===== src/rtl/magnitude_stats.sv =====
// Windowed floor-mean / peak of a magnitude sample stream, with a per-sample
// hysteresis threshold alarm. Results are held until the consumer takes them.
//   state | meaning
//   ACCUM | collecting window samples, mag_ready high
//   HOLD  | result presented on avg_out/peak_out, input stalled
module magnitude_stats #(
  parameter int               WIDTH     = 8,
  parameter int               LOG2_WIN  = 3,
  parameter logic [WIDTH-1:0] THRESH_HI = 8'd180,
  parameter logic [WIDTH-1:0] THRESH_LO = 8'd120
) (
  input  logic             clk,
  input  logic             rst_n,
  input  logic [WIDTH-1:0] mag_in,
  input  logic             mag_valid,
  output logic             mag_ready,
  output logic [WIDTH-1:0] avg_out,
  output logic [WIDTH-1:0] peak_out,
  output logic             stat_valid,
  input  logic             stat_ready,
  output logic             alarm,
  output logic             alarm_pulse
);

  localparam int                 SW   = WIDTH + LOG2_WIN;
  localparam logic [LOG2_WIN-1:0] LAST = '1;

  typedef enum logic {ACCUM, HOLD} state_t;

  state_t              r_state;
  state_t              w_state_next;
  logic [SW-1:0]       r_sum;
  logic [WIDTH-1:0]    r_peak;
  logic [LOG2_WIN-1:0] r_count;
  logic                r_mag_ready;
  logic [WIDTH-1:0]    r_avg;
  logic [WIDTH-1:0]    r_peak_out;
  logic                r_stat_valid;
  logic                r_alarm;
  logic                r_alarm_pulse;

  logic                w_accept;
  logic                w_last;
  logic [SW-1:0]       w_sum_next;
  logic [WIDTH-1:0]    w_peak_next;

  always_comb begin
    w_accept    = mag_valid && r_mag_ready;
    w_last      = w_accept && (r_count == LAST);
    w_sum_next  = r_sum + {{LOG2_WIN{1'b0}}, mag_in};
    w_peak_next = (mag_in > r_peak) ? mag_in : r_peak;
  end

  always_comb begin
    w_state_next = r_state;
    case (r_state)
      ACCUM: if (w_last) w_state_next = HOLD;
      HOLD:  if (r_stat_valid && stat_ready) w_state_next = ACCUM;
      default: w_state_next = ACCUM;
    endcase
  end

  always_ff @(posedge clk or negedge rst_n) begin
    if (!rst_n) begin
      r_state     <= ACCUM;
      r_mag_ready <= 1'b0;
    end else begin
      r_state     <= w_state_next;
      r_mag_ready <= (w_state_next == ACCUM);
    end
  end

  always_ff @(posedge clk or negedge rst_n) begin
    if (!rst_n) begin
      r_sum        <= '0;
      r_peak       <= '0;
      r_count      <= '0;
      r_avg        <= '0;
      r_peak_out   <= '0;
      r_stat_valid <= 1'b0;
    end else if (w_last) begin
      r_avg        <= w_sum_next[SW-1:LOG2_WIN];
      r_peak_out   <= w_peak_next;
      r_stat_valid <= 1'b1;
      r_sum        <= '0;
      r_peak       <= '0;
      r_count      <= '0;
    end else begin
      if (w_accept) begin
        r_sum   <= w_sum_next;
        r_peak  <= w_peak_next;
        r_count <= r_count + 1'b1;
      end
      if (r_state == HOLD && r_stat_valid && stat_ready)
        r_stat_valid <= 1'b0;
    end
  end

  // Alarm tracks every accepted sample, including a window's final one.
  always_ff @(posedge clk or negedge rst_n) begin
    if (!rst_n) begin
      r_alarm       <= 1'b0;
      r_alarm_pulse <= 1'b0;
    end else begin
      r_alarm_pulse <= 1'b0;
      if (w_accept) begin
        if (!r_alarm && mag_in >= THRESH_HI) begin
          r_alarm       <= 1'b1;
          r_alarm_pulse <= 1'b1;
        end else if (r_alarm && mag_in <= THRESH_LO) begin
          r_alarm <= 1'b0;
        end
      end
    end
  end

  assign mag_ready   = r_mag_ready;
  assign avg_out     = r_avg;
  assign peak_out    = r_peak_out;
  assign stat_valid  = r_stat_valid;
  assign alarm       = r_alarm;
  assign alarm_pulse = r_alarm_pulse;

endmodule


===== config.mk =====
export PLATFORM = sky130hd
export DESIGN_NAME = magnitude_stats
export DESIGN_NICKNAME = d
export VERILOG_FILES = /design/src/rtl/magnitude_stats.sv
export SDC_FILE = /design/constraint.sdc
export NUM_CORES = 1
export LEC_CHECK = 0
export ABC_AREA = 1
export BUFFER_PORTS_ARGS = -buffer_cell sky130_fd_sc_hd__buf_4
export CORE_MARGIN = 2
export CORE_UTILIZATION = 45
export DETAILED_ROUTE_END_ITERATION = 7
export GPL_TIMING_DRIVEN = 0
export PLACE_DENSITY = 0.74
export SLEW_MARGIN = 20
export SYNTH_ARGS = -nofsm -noshare
export SYNTH_HDL_FRONTEND = slang
export SYNTH_SLANG_ARGS = --single-unit

===== constraint.sdc =====
create_clock -name clk -period 4.9 [get_ports clk]
set_input_delay 0.245 -clock clk [delete_from_list [all_inputs] [get_ports clk]]
set_output_delay 0.245 -clock clk [all_outputs]
set_load 0.03 [all_outputs]

==> results of run 1 <==
## report_power, final
group	switching (µW)	total (µW)	internal [µW]
logic	656	1030	377
clock network	118	218	100
registers	99.4	614	515
## cell usage after synthesis, types with 2 or more instances
master and n:
ha_1 18, nor2_4 2, o21ai_0 6, inv_1 38, xnor2_1 2, buf_2 3, nand4_1 3, a21oi_1 7
o21ai_1 2, nand3_1 46, nand2_1 107, o22ai_1 2, nand2_2 11, a22o_1 2, nor2_1 12, clkbuf_1 2
dfrtp_1 43
## per-layer routing
layer / share of wire / global-route usage / wire, µm
met1: 0.47 / 0.2702 / 2662
met2: 0.48 / 0.3475 / 2727
met3: 0.043 / 0.03864 / 245
met4: 0.012 / 0.06034 / 70
met5: 0 / 0 / 0
## worst max-delay path, stage by stage (launching register included)
cell	delay, ps
dfrtp_1	360
ha_1	190
inv_1	90
fa_1	400
inv_1	100
nand3_1	80
nand3_2	90
nand2_1	70
nand2_1	60
nand2_1	60
nand3_1	80
o21ai_0	80
## stage by stage
stage	setup slack (ps)	total power, µW	hold slack, ps	instances	cell area [µm²]
2_1_floorplan	3324	1368	-50.59	321	2530
3_3_place_gp	3150	1616	261.9	424	2853
3_5_place_dp	3130	1657	273.2	424	2853
4_1_cts	3111	1886	212.8	433	2944
5_1_grt	2957	2054	243.2	433	2944
6_report	3108	1865	218.6	433	2944
## sequential cells by signal (all words and copies together), names as in the netlist
register	flops
avg_out	8
r_peak	8
alarm_pulse	1
r_state	1
stat_valid	1
mag_ready	1
r_sum	11
alarm	1
r_count	3
peak_out	8
## cells by family (layout without fill, tap and decap cells)
kind of cell	after synthesis	count (layout)	synth area share
simple gates	189	189	0.3462
buf+inv	44	84	0.06676
flops	43	43	0.4253
compound gates	23	23	0.05440
fa+ha+maj	19	19	0.09694
xor+xnor	3	3	0.01039
## worst paths after layout
path,cells after the start,startpoint,endpoint
min reg2reg,2,peak_out[4]$_DFFE_PN0P_,peak_out[4]$_DFFE_PN0P_
max reg2reg,11,r_sum[0]$_DFFE_PN0P_,r_sum[8]$_DFFE_PN0P_
max,11,r_sum[0]$_DFFE_PN0P_,r_sum[8]$_DFFE_PN0P_
max in group asynchronous,2,rst_n,r_peak[3]$_DFFE_PN0P_
min in group asynchronous,2,rst_n,peak_out[0]$_DFFE_PN0P_
min,4,stat_ready,stat_valid$_DFFE_PN0P_
## layout make-up
cell class,count,area (µm²),area share
multi-input combinational,234,1285,0.4365
sequential,43,1076,0.3655
timing repair buffer,32,242.7,0.08245
inverter,39,146.4,0.04972
tap,72,90.09,0.03060
clock buffer,7,76.32,0.02592
buffer,5,22.52,0.007650
clock inverter,1,5.005,0.001700
## what timing repair did
| item | CTS | global route |
|---|---|---|
| hold buffers | 1 | 0 |
| buffers inserted | 0 | 0 |
| endpoints found under the hold margin | 43 | 0 |
==> flow_metrics.tcl, run 1 <==
set metrics [dict create \
    required_ps 5080 \
    hpwl_mm 4.320 \
    hold_class "input port to flip-flop" \
    die_x_um 78.98 \
    start_kind "flip-flop" \
    clk_pin_slew_ps 80 \
    overflow 0 \
    tns_ps 0 \
    drcViolationCount 0 \
    vias_per_cell 5.035 \
    setup_viol 0 \
    power_leakage_uw 0.001628 \
    arrival_ps 1970 \
    synthArstFlopShare 1.000 \
    first_global_vias 2173 \
    period_share 0.3658 \
    synth_area_leader_cell "dfrtp_1" \
    grt_start_max_net_pins 44 \
    clock.fmax_mhz 558.0 \
    max-slew-margin-rel 0.6308 \
    vdd_drop_max_mv 0.2781 \
    die_h_um 78.98 \
    io_pins 32 \
    diodes 0 \
    wirelength_mm 5.705 \
    clock_path_buffers 2 \
    mostFrequentLayoutCell "nand2_1" \
    path_max_fanout 3 \
    synth_nets 352 \
    synth_area_um2 2530 \
    wire_per_inst_um 13.18 \
    drv_slew 0 \
    n_fill_cell 538 \
    synth.area.top_cells "dfrtp_1 (43%), nand2_1 (16%), nand3_1 (9.1%), ha_1 (8.9%), inv_1 (5.6%)" \
    numCtsBuffers 5 \
    mostFrequentLayoutCells "nand2_1 (107), nand3_1 (46), dfrtp_1 (43), inv_1 (38), buf_4 (31)" \
    antenna_found_initial 0 \
    gp_congestion 0.8735 \
    finalCriticalPeriod_ps 1792 \
    vias 2180 \
    tightest_slew_ps 553.7 \
    final_nets 391 \
    syn_area_per_cell_um2 7.881 \
    rsz0062_at_grt "no" \
    cts.sinks 43 \
    cts_tree "done" \
    netlist_instances 321 \
    dr.pass1.iters 4 \
    skew_ps 3.858 \
    path_class "flip-flop to flip-flop" \
    rows 27 \
    drive_above_1_share 0.1690 \
    track_usage 0.2060 \
    ys_warn_count 0 \
    core_region_area_um2 5473 \
    die_area_um2 6238 \
    ys_types 32 \
    start_util 0.4623 \
    status "complete, no violations" \
    htreeDepth 2 \
    cp-end-kind "flip-flop" \
    seq_area_frac_synth 0.4253 \
    synth_edf_count 0 \
    synth_top_area_share 0.4253 \
    power.density_nw_per_um2 633.4 \
    cts_root_buf "clkbuf_8" \
    antenna_left 0 \
    drt_iter0_markers 130 \
    synth-seq-cells 43 \
    grt_pass1_wl_mm 10.03 \
    reg2reg_slack_ps 3110 \
    port_buffers 31 \
    synthToLayoutAreaGrowth_pct 16.37 \
    cts.repair.resized 0 \
    final_util 0.5380 \
    cap_violations 0 \
    synth_flop_cell "dfrtp_1" \
    clk_latency_ps 300 \
    hold_viol 0 \
]
(Power assumes the default switching activity.)
==> inputs of run 2 (changes only) <==
--- a/config.mk
+++ b/config.mk
@@ -5,13 +5,13 @@
 export SDC_FILE = /design/constraint.sdc
 export NUM_CORES = 1
 export LEC_CHECK = 0
-export ABC_AREA = 1
+export ABC_AREA = 0
 export BUFFER_PORTS_ARGS = -buffer_cell sky130_fd_sc_hd__buf_4
 export CORE_MARGIN = 2
 export CORE_UTILIZATION = 45
 export DETAILED_ROUTE_END_ITERATION = 7
 export GPL_TIMING_DRIVEN = 0
-export PLACE_DENSITY = 0.74
+export PLACE_DENSITY = 0.76
 export SLEW_MARGIN = 20
 export SYNTH_ARGS = -nofsm -noshare
 export SYNTH_HDL_FRONTEND = slang
==> constraint.sdc (replaced) <==
create_clock -name clk -period 1.55 [get_ports clk]
set_input_delay 0.0775 -clock clk [delete_from_list [all_inputs] [get_ports clk]]
set_output_delay 0.0775 -clock clk [all_outputs]
set_load 0.03 [all_outputs]
==> flow_metrics.tcl, run 2 <==
set metrics [dict create \
    status "finished with violations" \
    violations "setup timing" \
    die_h_um 78.89 \
    seq_area_frac_synth 0.4264 \
    dr.pass1.iters 6 \
    final_util 0.7215 \
    grt_pass1_wl_mm 13.35 \
    power.density_nw_per_um2 2235 \
    grt_start_max_net_pins 44 \
    critPathSlowestCell "dfrtp_1" \
    p_clk_frac 0.101 \
    cp-end-kind "flip-flop" \
    cap_violations 0 \
    power_frac_seq 0.245 \
    mostFrequentLayoutCells "buf_4 (60), dfrtp_1 (43), nand2_1 (36), nor2_1 (14), o21ai_2 (12)" \
    core_region_area_um2 5473 \
    clock_path_buffers 2 \
    start_util 0.4611 \
    vias 2811 \
    clock.fmax_mhz 471.1 \
    clk_latency_ps 310 \
    hpwl_mm 4.660 \
    final_nets 384 \
    synthArstFlopShare 1.000 \
    cts_tree "done" \
    track_usage 0.2769 \
    finalCriticalPeriod_ps 2123 \
    synth_area_leader_cell "dfrtp_1" \
    rows 27 \
    io_pins 32 \
    clk_pin_slew_ps 90 \
    rsz0062_at_grt "yes" \
    max-slew-margin-rel 0.5934 \
    largest_reg_flops 11 \
    diodes 0 \
    overflow 0 \
    ys_types 44 \
    netlist_instances 274 \
    setup_viol 30 \
    numCtsBuffers 5 \
    synth_nets 305 \
    synthToLayoutAreaGrowth_pct 56.47 \
    drcViolationCount 0 \
    wire_per_inst_um 22.76 \
    period_share 1.370 \
    drv_slew 0 \
    start_kind "flip-flop" \
    vias_per_cell 6.614 \
    p_sw_uw 4066 \
    hold_viol 0 \
    tightest_slew_ps 610.0 \
    cts_root_buf "clkbuf_8" \
    vdd_drop_max_mv 0.9519 \
    synth-seq-cells 43 \
    htreeDepth 2 \
    worst_slack_ps -572.8 \
    p_int_uw 4759 \
    port_buffers 31 \
    syn_area_per_cell_um2 9.210 \
    path_class "flip-flop to flip-flop" \
    synth.area.top_cells "dfrtp_1 (43%), ha_1 (8.9%), nand2_1 (5.8%), o21ai_0 (5.0%), o311ai_1 (3.1%)" \
    first_global_vias 2668 \
    combPwrFrac 0.654 \
    drt_iter0_markers 339 \
    synth_most_common_cell "dfrtp_1" \
    path_max_fanout 10 \
    synth_edf_count 0 \
    required_ps 1720 \
    ys_warn_count 0 \
    gp_congestion 0.8762 \
    synth_area_um2 2524 \
    drive_above_1_share 0.4731 \
    antenna_left 0 \
    cp_top_family "simple AND/OR/NAND/NOR gates" \
    cp_num_buf_inv 3 \
    crit_path_max_incr_delay_ps 420 \
    power_leakage_uw 0.001781 \
    wirelength_mm 9.671 \
    netSwitchingFraction 0.4607 \
    crit_path_cell_trace "inv_2 -> ha_4 -> nand4_1 -> nor2_2 -> buf_4 -> nor2b_4 -> clkbuf_8 -> o21ai_1 -> o311ai_2" \
    yosys-top-cells-count "dfrtp_1 (43), nand2_1 (39), o21ai_0 (25), ha_1 (18), nor2_1 (18)" \
    p_total_uw 8825 \
    mostFrequentLayoutCell "buf_4" \
    synth_flop_cell "dfrtp_1" \
    antenna_found_initial 0 \
    die_x_um 78.89 \
    top_register "r_sum" \
    skew_ps 13.56 \
    die_area_um2 6223 \
    synth_top_area_share 0.4264 \
    hold_class "input port to flip-flop" \
    arrival_ps 2300 \
    cts.sinks 43 \
]
==> run 2: through the flow <==
step / TNS (ps) / setup slack (ps) / instance area (µm²) / hold slack [ps] / std cells
2_1_floorplan: -4574 / -319.8 / 2604 / -218.1 / 274
3_3_place_gp: -12300 / -493.2 / 2927 / 103.0 / 377
3_5_place_dp: -13910 / -555.9 / 2927 / 106.1 / 377
4_1_cts: -8811 / -420.6 / 3592 / 78.35 / 407
5_1_grt: -15340 / -658.6 / 3949 / 93.57 / 425
6_report: -13320 / -572.8 / 3949 / 76.25 / 425
==> run 2: timing repair <==
item / in CTS / in global routing
pin swaps: 36 / 33
hold endpoints to repair: 44 / 0
resized for setup: 85 / 44
buffers inserted: 19 / 18
setup endpoints to repair: 41 / 39
gates cloned: 2 / 0
hold buffers: 2 / 0
==> run 2: cells by family after synthesis <==
logic type	share of synthesized area
adder cells (fa/ha/maj)	0.09718
buffers and inverters	0.04363
XOR/XNOR	0.01388
multiplexers	0.004462
AND/OR/NAND/NOR	0.1810
AO/OA/AOI/OAI	0.2335
flip-flops	0.4264
==> run 2: final timing paths <==
path	from	to	slack (ps)	cells after the start
worst max register to register	r_peak[4]$_DFFE_PN0P_	r_peak[7]$_DFFE_PN0P_	-570	9
max in group asynchronous	rst_n	peak_out[2]$_DFFE_PN0P_	840	2
worst min register to register	alarm$_DFFE_PN0P_	alarm_pulse$_DFF_PN0_	460	1
worst min-delay path	mag_in[0]	peak_out[0]$_DFFE_PN0P_	80	3
worst max-delay path	r_peak[4]$_DFFE_PN0P_	r_peak[7]$_DFFE_PN0P_	-570	9
min in group asynchronous	rst_n	stat_valid$_DFFE_PN0P_	290	2
==> run 2: layer usage <==
metal | share of wire | routed length, µm | global-route usage | vias up
met5 | 0 | 0 | 0 | -
met2 | 0.48 | 4678 | 0.4692 | 224
met1 | 0.36 | 3518 | 0.3350 | 1365
met3 | 0.090 | 871 | 0.05114 | 57
met4 | 0.062 | 603 | 0.1466 | 0
li1 | - | - | - | 1165
==> run 2: layout make-up <==
cell class	count	area, µm²
clock buffer	6	72.57
fill	341	1524
inverter	14	56.30
buffer	13	113.9
sequential	43	1076
timing repair buffer	72	629.4
clock inverter	1	30.03
tap	72	90.09
multi-input combinational	204	1881
==> run 2: power by group through the flow <==
stage	Clock [µW]	Combinational, µW	Sequential, µW
floorplan	0	2070	2470
CTS	881	4600	2060
detailed placement	0	3510	2080
global placement	0	3390	2050
global route	914	6110	2200
finish	891	5770	2160
==> run 2: worst min-delay path: stages <==
cell     delay [ps]
buf_4           130
o21ai_2          50
a31oi_1          70
